## config.mk

```make
export PLATFORM = sky130hd
export DESIGN_NAME = spi_slave_axis_egress_sync
export DESIGN_NICKNAME = d
export VERILOG_FILES = /design/src/rtl/spi_slave_pkg.sv /design/src/rtl/spi_sync_edge.sv /design/src/rtl/spi_slave_axis_egress_sync.sv
export SDC_FILE = /design/constraint.sdc
export NUM_CORES = 1
export LEC_CHECK = 0
export BUFFER_PORTS_ARGS = -buffer_cell sky130_fd_sc_hd__buf_2
export CAP_MARGIN = 15
export CORE_ASPECT_RATIO = 0.9
export CORE_MARGIN = 10
export CORE_UTILIZATION = 44
export CTS_CLUSTER_SIZE = 30
export DETAILED_ROUTE_END_ITERATION = 10
export PLACE_DENSITY = 0.7
export SLEW_MARGIN = 10
export SYNTH_ARGS = -nofsm -noshare
export SYNTH_HDL_FRONTEND = slang
export SYNTH_SLANG_ARGS = --single-unit
```

## constraint.sdc

```tcl
create_clock -name clk -period 2.2 [get_ports clk]
set_input_delay 0.22 -clock clk [delete_from_list [all_inputs] [get_ports clk]]
set_output_delay 0.22 -clock clk [all_outputs]
set_load 0.02 [all_outputs]
```

## src/rtl/spi_slave_pkg.sv

```systemverilog
// spi_slave_pkg: shared widths, egress state type and shift helper for the SPI slave
package spi_slave_pkg;
    localparam int SPI_BYTE_W = 8;
    localparam int BIT_CNT_W  = 3;
    typedef enum logic {IDLE, SHIFT} egress_state_e;
    function automatic logic [SPI_BYTE_W-1:0] shift_next(input logic [SPI_BYTE_W-1:0] b, input bit msb_first);
        return msb_first ? b << 1 : b >> 1;
    endfunction
endpackage

```

## src/rtl/spi_sync_edge.sv

```systemverilog
// spi_sync_edge: multi-stage synchronizer for an asynchronous input with rise/fall pulses
module spi_sync_edge #(
    parameter int   SYNC_STAGES = 2,
    parameter logic RESET_VAL   = 1'b0
) (
    input  logic clk,
    input  logic rst,
    input  logic async_i,
    output logic sync_o,
    output logic rise_o,
    output logic fall_o
);
    logic [SYNC_STAGES-1:0] chain_q;
    logic                   prev_q;
    always_ff @(posedge clk) begin
        if (rst) begin
            chain_q <= {SYNC_STAGES{RESET_VAL}};
            prev_q  <= RESET_VAL;
        end else begin
            chain_q <= {chain_q[SYNC_STAGES-2:0], async_i};
            prev_q  <= chain_q[SYNC_STAGES-1];
        end
    end
    assign sync_o = chain_q[SYNC_STAGES-1];
    assign rise_o = sync_o & ~prev_q;
    assign fall_o = ~sync_o & prev_q;
endmodule

```

## src/rtl/spi_slave_axis_egress_sync.sv

```systemverilog
// spi_slave_axis_egress_sync: AXIS byte stream shifted out on SPI MISO, oversampled in the clk domain
// Optional SPI_SLAVE_AXIS_EGRESS_OE_EN adds spi_miso_oe and holds the last MISO bit while deselected.
module spi_slave_axis_egress_sync
    import spi_slave_pkg::*;
#(
    parameter int               MSB_FIRST   = 1,
    parameter logic [7:0]       IDLE_BYTE   = 8'h00,
    parameter int               SYNC_STAGES = 2
) (
    input  logic       clk,
    input  logic       rst,
    input  logic       spi_clk,
    input  logic       spi_csn,
    output logic       spi_miso,
`ifdef SPI_SLAVE_AXIS_EGRESS_OE_EN
    output logic       spi_miso_oe,
`endif
    input  logic [7:0] s_axis_tdata,
    input  logic       s_axis_tvalid,
    output logic       s_axis_tready,
    output logic       byte_sent,
    output logic       err_underrun
);
    logic clk_s, clk_rise, clk_fall, csn_s, csn_rise, csn_fall, unused_sync;
    egress_state_e         state_q;
    logic [BIT_CNT_W-1:0]  bit_cnt_q;
    logic [SPI_BYTE_W-1:0] shreg_q, hold_q, src_d;
    logic                  miso_q, hold_valid_q, sent_q, err_q;
`ifdef SPI_SLAVE_AXIS_EGRESS_OE_EN
    logic                  oe_q;
    assign spi_miso_oe = oe_q;
`endif
    spi_sync_edge #(.SYNC_STAGES(SYNC_STAGES), .RESET_VAL(1'b0)) u_clk_sync (
        .clk(clk), .rst(rst), .async_i(spi_clk), .sync_o(clk_s), .rise_o(clk_rise), .fall_o(clk_fall)
    );
    spi_sync_edge #(.SYNC_STAGES(SYNC_STAGES), .RESET_VAL(1'b1)) u_csn_sync (
        .clk(clk), .rst(rst), .async_i(spi_csn), .sync_o(csn_s), .rise_o(csn_rise), .fall_o(csn_fall)
    );
    assign unused_sync   = clk_s ^ clk_fall;
    // bit 0 of each byte pulls from the hold register, falling back to IDLE_BYTE on underrun
    assign src_d         = (bit_cnt_q == '0) ? (hold_valid_q ? hold_q : IDLE_BYTE) : shreg_q;
    assign s_axis_tready = ~rst & ~hold_valid_q;
    assign spi_miso      = miso_q;
    assign byte_sent     = sent_q;
    assign err_underrun  = err_q;
    always_ff @(posedge clk) begin
        if (rst) begin
            state_q      <= IDLE;
            bit_cnt_q    <= '0;
            shreg_q      <= '0;
            hold_q       <= '0;
            hold_valid_q <= 1'b0;
            miso_q       <= 1'b0;
            sent_q       <= 1'b0;
            err_q        <= 1'b0;
`ifdef SPI_SLAVE_AXIS_EGRESS_OE_EN
            oe_q         <= 1'b0;
`endif
        end else begin
            sent_q <= 1'b0;
`ifdef SPI_SLAVE_AXIS_EGRESS_OE_EN
            oe_q   <= ~csn_s;
`endif
            if (s_axis_tvalid && s_axis_tready) begin
                hold_q       <= s_axis_tdata;
                hold_valid_q <= 1'b1;
            end
            if (state_q == IDLE) begin
                bit_cnt_q <= '0;
                err_q     <= 1'b0;
`ifndef SPI_SLAVE_AXIS_EGRESS_OE_EN
                miso_q    <= 1'b0;
`endif
                if (csn_fall) state_q <= SHIFT;
            end else if (csn_rise) begin
                state_q   <= IDLE;
                bit_cnt_q <= '0;
                err_q     <= 1'b0;
`ifndef SPI_SLAVE_AXIS_EGRESS_OE_EN
                miso_q    <= 1'b0;
`endif
            end else if (clk_rise) begin
                if (bit_cnt_q == '0) begin
                    if (hold_valid_q) hold_valid_q <= 1'b0;
                    else err_q <= 1'b1;
                end
                miso_q    <= (MSB_FIRST != 0) ? src_d[SPI_BYTE_W-1] : src_d[0];
                shreg_q   <= shift_next(src_d, MSB_FIRST != 0);
                bit_cnt_q <= bit_cnt_q + 1'b1;
                sent_q    <= &bit_cnt_q;
            end
        end
    end
endmodule

```

==> impl_metrics.yaml <==
cells_and_area:
  final_common_cell: "dfxtp_1"
  finalNetCount: 146
  area_growth_pct: 13.1
  diodes: 0
  drive_gt1_share_pct: 26.7
  final_cell_area_mm2: 0.00137
  fin_cells: 159
  final_cell_mix: "dfxtp_1, nor2_1, buf_2, mux2i_1"
  fin_util_pct: 54.1
worst_setup_path:
  r2r_cells: 5
  worstPathCellList: "nor2_1 -> buf_2"
  cpMaxStageDelayCell: "dfxtp_1"
  worstSetupPathType: "flop to output port"
  r2r-start: "bit_cnt_q[0]$_SDFFE_PP0N_"
  rrSetupSlack_ns: 0.84
  r2r_end: "shreg_q[5]$_SDFFE_PP0P_"
  worst_setup_path_end_kind: "output port"
  cp_slowest_stage_delay_ns: 0.56
  cp.arrival_ns: 1.15
  required_ns: 1.98
  crit_fanout: 13
  start_kind: "flop"
floorplanning:
  initial_core_util_pct: 47.8
  boundaryPins: 17
  row_count: 17
  die_height_um: 69.8
  die_w_um: 75.3
  dieArea_mm2: 0.00525
  coreArea_mm2: 0.00253
logic_synthesis:
  yosysUniqueCellTypes: 28
  syn_inst: 111
  ys_seq_elements: 29
  synthFlopType: "dfxtp_1"
  syn-mean-instance-area_um2: 10.9
  ys_warn_count: 0
  async_flop_share_pct: 0
  synth_area_mm2: 0.00121
  synth_edf_count: 0
  syn-num-nets: 127
  synth-seq-area-share_pct: 48.0
placement:
  placed_area_mm2: 0.00130
  portBuffers: 16
  gp_congestion: 0.787
  place_inst: 151
  dpl.hpwl_mm: 1.61
  dp_slack_ns: 0.865
routing:
  via_per_inst: 5.31
  via_count: 845
  first_pass_iters: 4
  routedWlPerCell_um: 13.9
  drtIter0Drc: 29
  drc_errors: 0
  antenna_left: 0
  routed_wl_mm: 2.22
clock_tree:
  numCtsBuffers: 5
  hold_buffers: 0
  root_buffer: "clkbuf_4"
  clock_sinks: 29
  clk_latency_ns: 0.33
  clockBufferDepth: 2
  cts_setup_buffers: 0
  cts-htree-levels: 2
  ctsResizeCount: 0
  clkSlewWorstSetupHoldPaths_ns: 0.09
  cts_tree: "yes"
timing:
  holdWs_ns: 0.0648
  tns_ns: 0
  setup_viol: 0
  min_period_ns: 1.37
  timing.fmax_mhz: 728
  final_hold_viol_count: 0
  slew_viol_final: 0
  maxSlewHeadroom_pct: 74.2
  worstMarginPinSlew_ns: 0.386
  fin_skew_ns: 0.00782
  setup_slack_ns: 0.827
  fin_crit_sh_pct: 62.4
  rsz0062_at_grt: "no"
power_and_ir_drop:
  leakagePower_nw: 0.571
  p_per_area_mw_per_mm2: 725
  power_mw: 0.992
  vdd_drop_max_mv: 0.437
grt:
  grt_pass1_wl_mm: 3.83
  grt_max_degree: 22
  track_usage_pct: 9.53
  grt_pass1_vias: 861
  antenna_found_initial: 0
  grt_overflow: 0
hold_path:
  hold_start: "spi_csn"
  hp-class: "input port to flop"
  hold_path_depth: 2
  whs_endpoint: "u_csn_sync.chain_q[0]$_SDFF_PP1_"
outcome:
  status: "complete, no violations"
flow_run:
  maxCapViolCount: 0
-- Yosys cell counts, types with 3 or more instances --
library cell	n	area, um2
a21oi_1	7	35.0
and4b_1	7	70.1
buf_2	3	15.0
dfxtp_1	29	581
ha_1	3	37.5
inv_1	5	18.8
mux2i_1	11	110
nor2_1	16	60.1
nor2b_1	4	25.0
o2bb2ai_1	6	52.6
or2_2	3	18.8
-- power by group --
part	internal, mW	switching (mW)	leakage [nW]
clock network	0.185	0.184	0.0413
registers	0.541	0.0131	0.236
logic	0.0353	0.0342	0.293
-- metal layers --
metal | GRT usage [%] | wire (um) | vias to the layer above
li1 | - | - | 432
met1 | 10.6 | 1030 | 392
met2 | 14.2 | 1010 | 12
met3 | 4.14 | 112 | 9
met4 | 6.13 | 56 | 0
met5 | 0 | 0 | -
-- kinds of logic (layout without fill, tap and decap cells) --
logic type | count (synthesis) | in the layout | synth area share, %
compound gates | 18 | 18 | 11.8
xor+xnor | 1 | 1 | 0.724
fa+ha+maj | 3 | 3 | 3.10
buf+inv | 10 | 30 | 4.34
flops | 29 | 29 | 48.0
mux | 11 | 11 | 9.10
simple gates | 39 | 39 | 23.0
-- sequential cells by signal, indices dropped and copies added (netlist names) --
| signal | flops |
|---|---|
| hold_valid_q | 1 |
| spi_miso | 1 |
| u_csn_sync.chain_q | 2 |
| u_clk_sync.prev_q | 1 |
| bit_cnt_q | 3 |
| u_clk_sync.chain_q | 2 |
| err_underrun | 1 |
| shreg_q | 7 |
| state_q | 1 |
| byte_sent | 1 |
| u_csn_sync.prev_q | 1 |
| hold_q | 8 |
-- cell type report --
type	instances	area, um2
Tap cell	28	35.0
Clock inverter	1	5.00
Clock buffer	7	65.1
Timing Repair Buffer	17	87.6
Fill cell	234	1160
Multi-Input combinational cell	72	577
Sequential cell	29	581
Inverter	5	18.8
-- worst max-delay path: cells and delay by family (launching register included) --
family        cells  cell delay (ns)
buf+inv           1             0.17
flops             1             0.56
simple gates      1             0.09
-- worst max-delay path by stage --
stage                                          from                       to  slack, ns  cells after the start
after floorplan           bit_cnt_q[0]$_SDFFE_PP0N_    spi_miso$_SDFFE_PP0N_       0.98                      5
after global placement    bit_cnt_q[0]$_SDFFE_PP0N_    spi_miso$_SDFFE_PP0N_       0.90                      5
after detailed placement  bit_cnt_q[0]$_SDFFE_PP0N_  shreg_q[5]$_SDFFE_PP0P_       0.87                      5
after CTS                   hold_valid_q$_SDFF_PP0_            s_axis_tready       0.83                      2
after global routing      bit_cnt_q[0]$_SDFFE_PP0N_    spi_miso$_SDFFE_PP0N_       0.70                      5
final                       hold_valid_q$_SDFF_PP0_            s_axis_tready       0.83                      2
No activity file was read; power rests on OpenSTA's default activity.
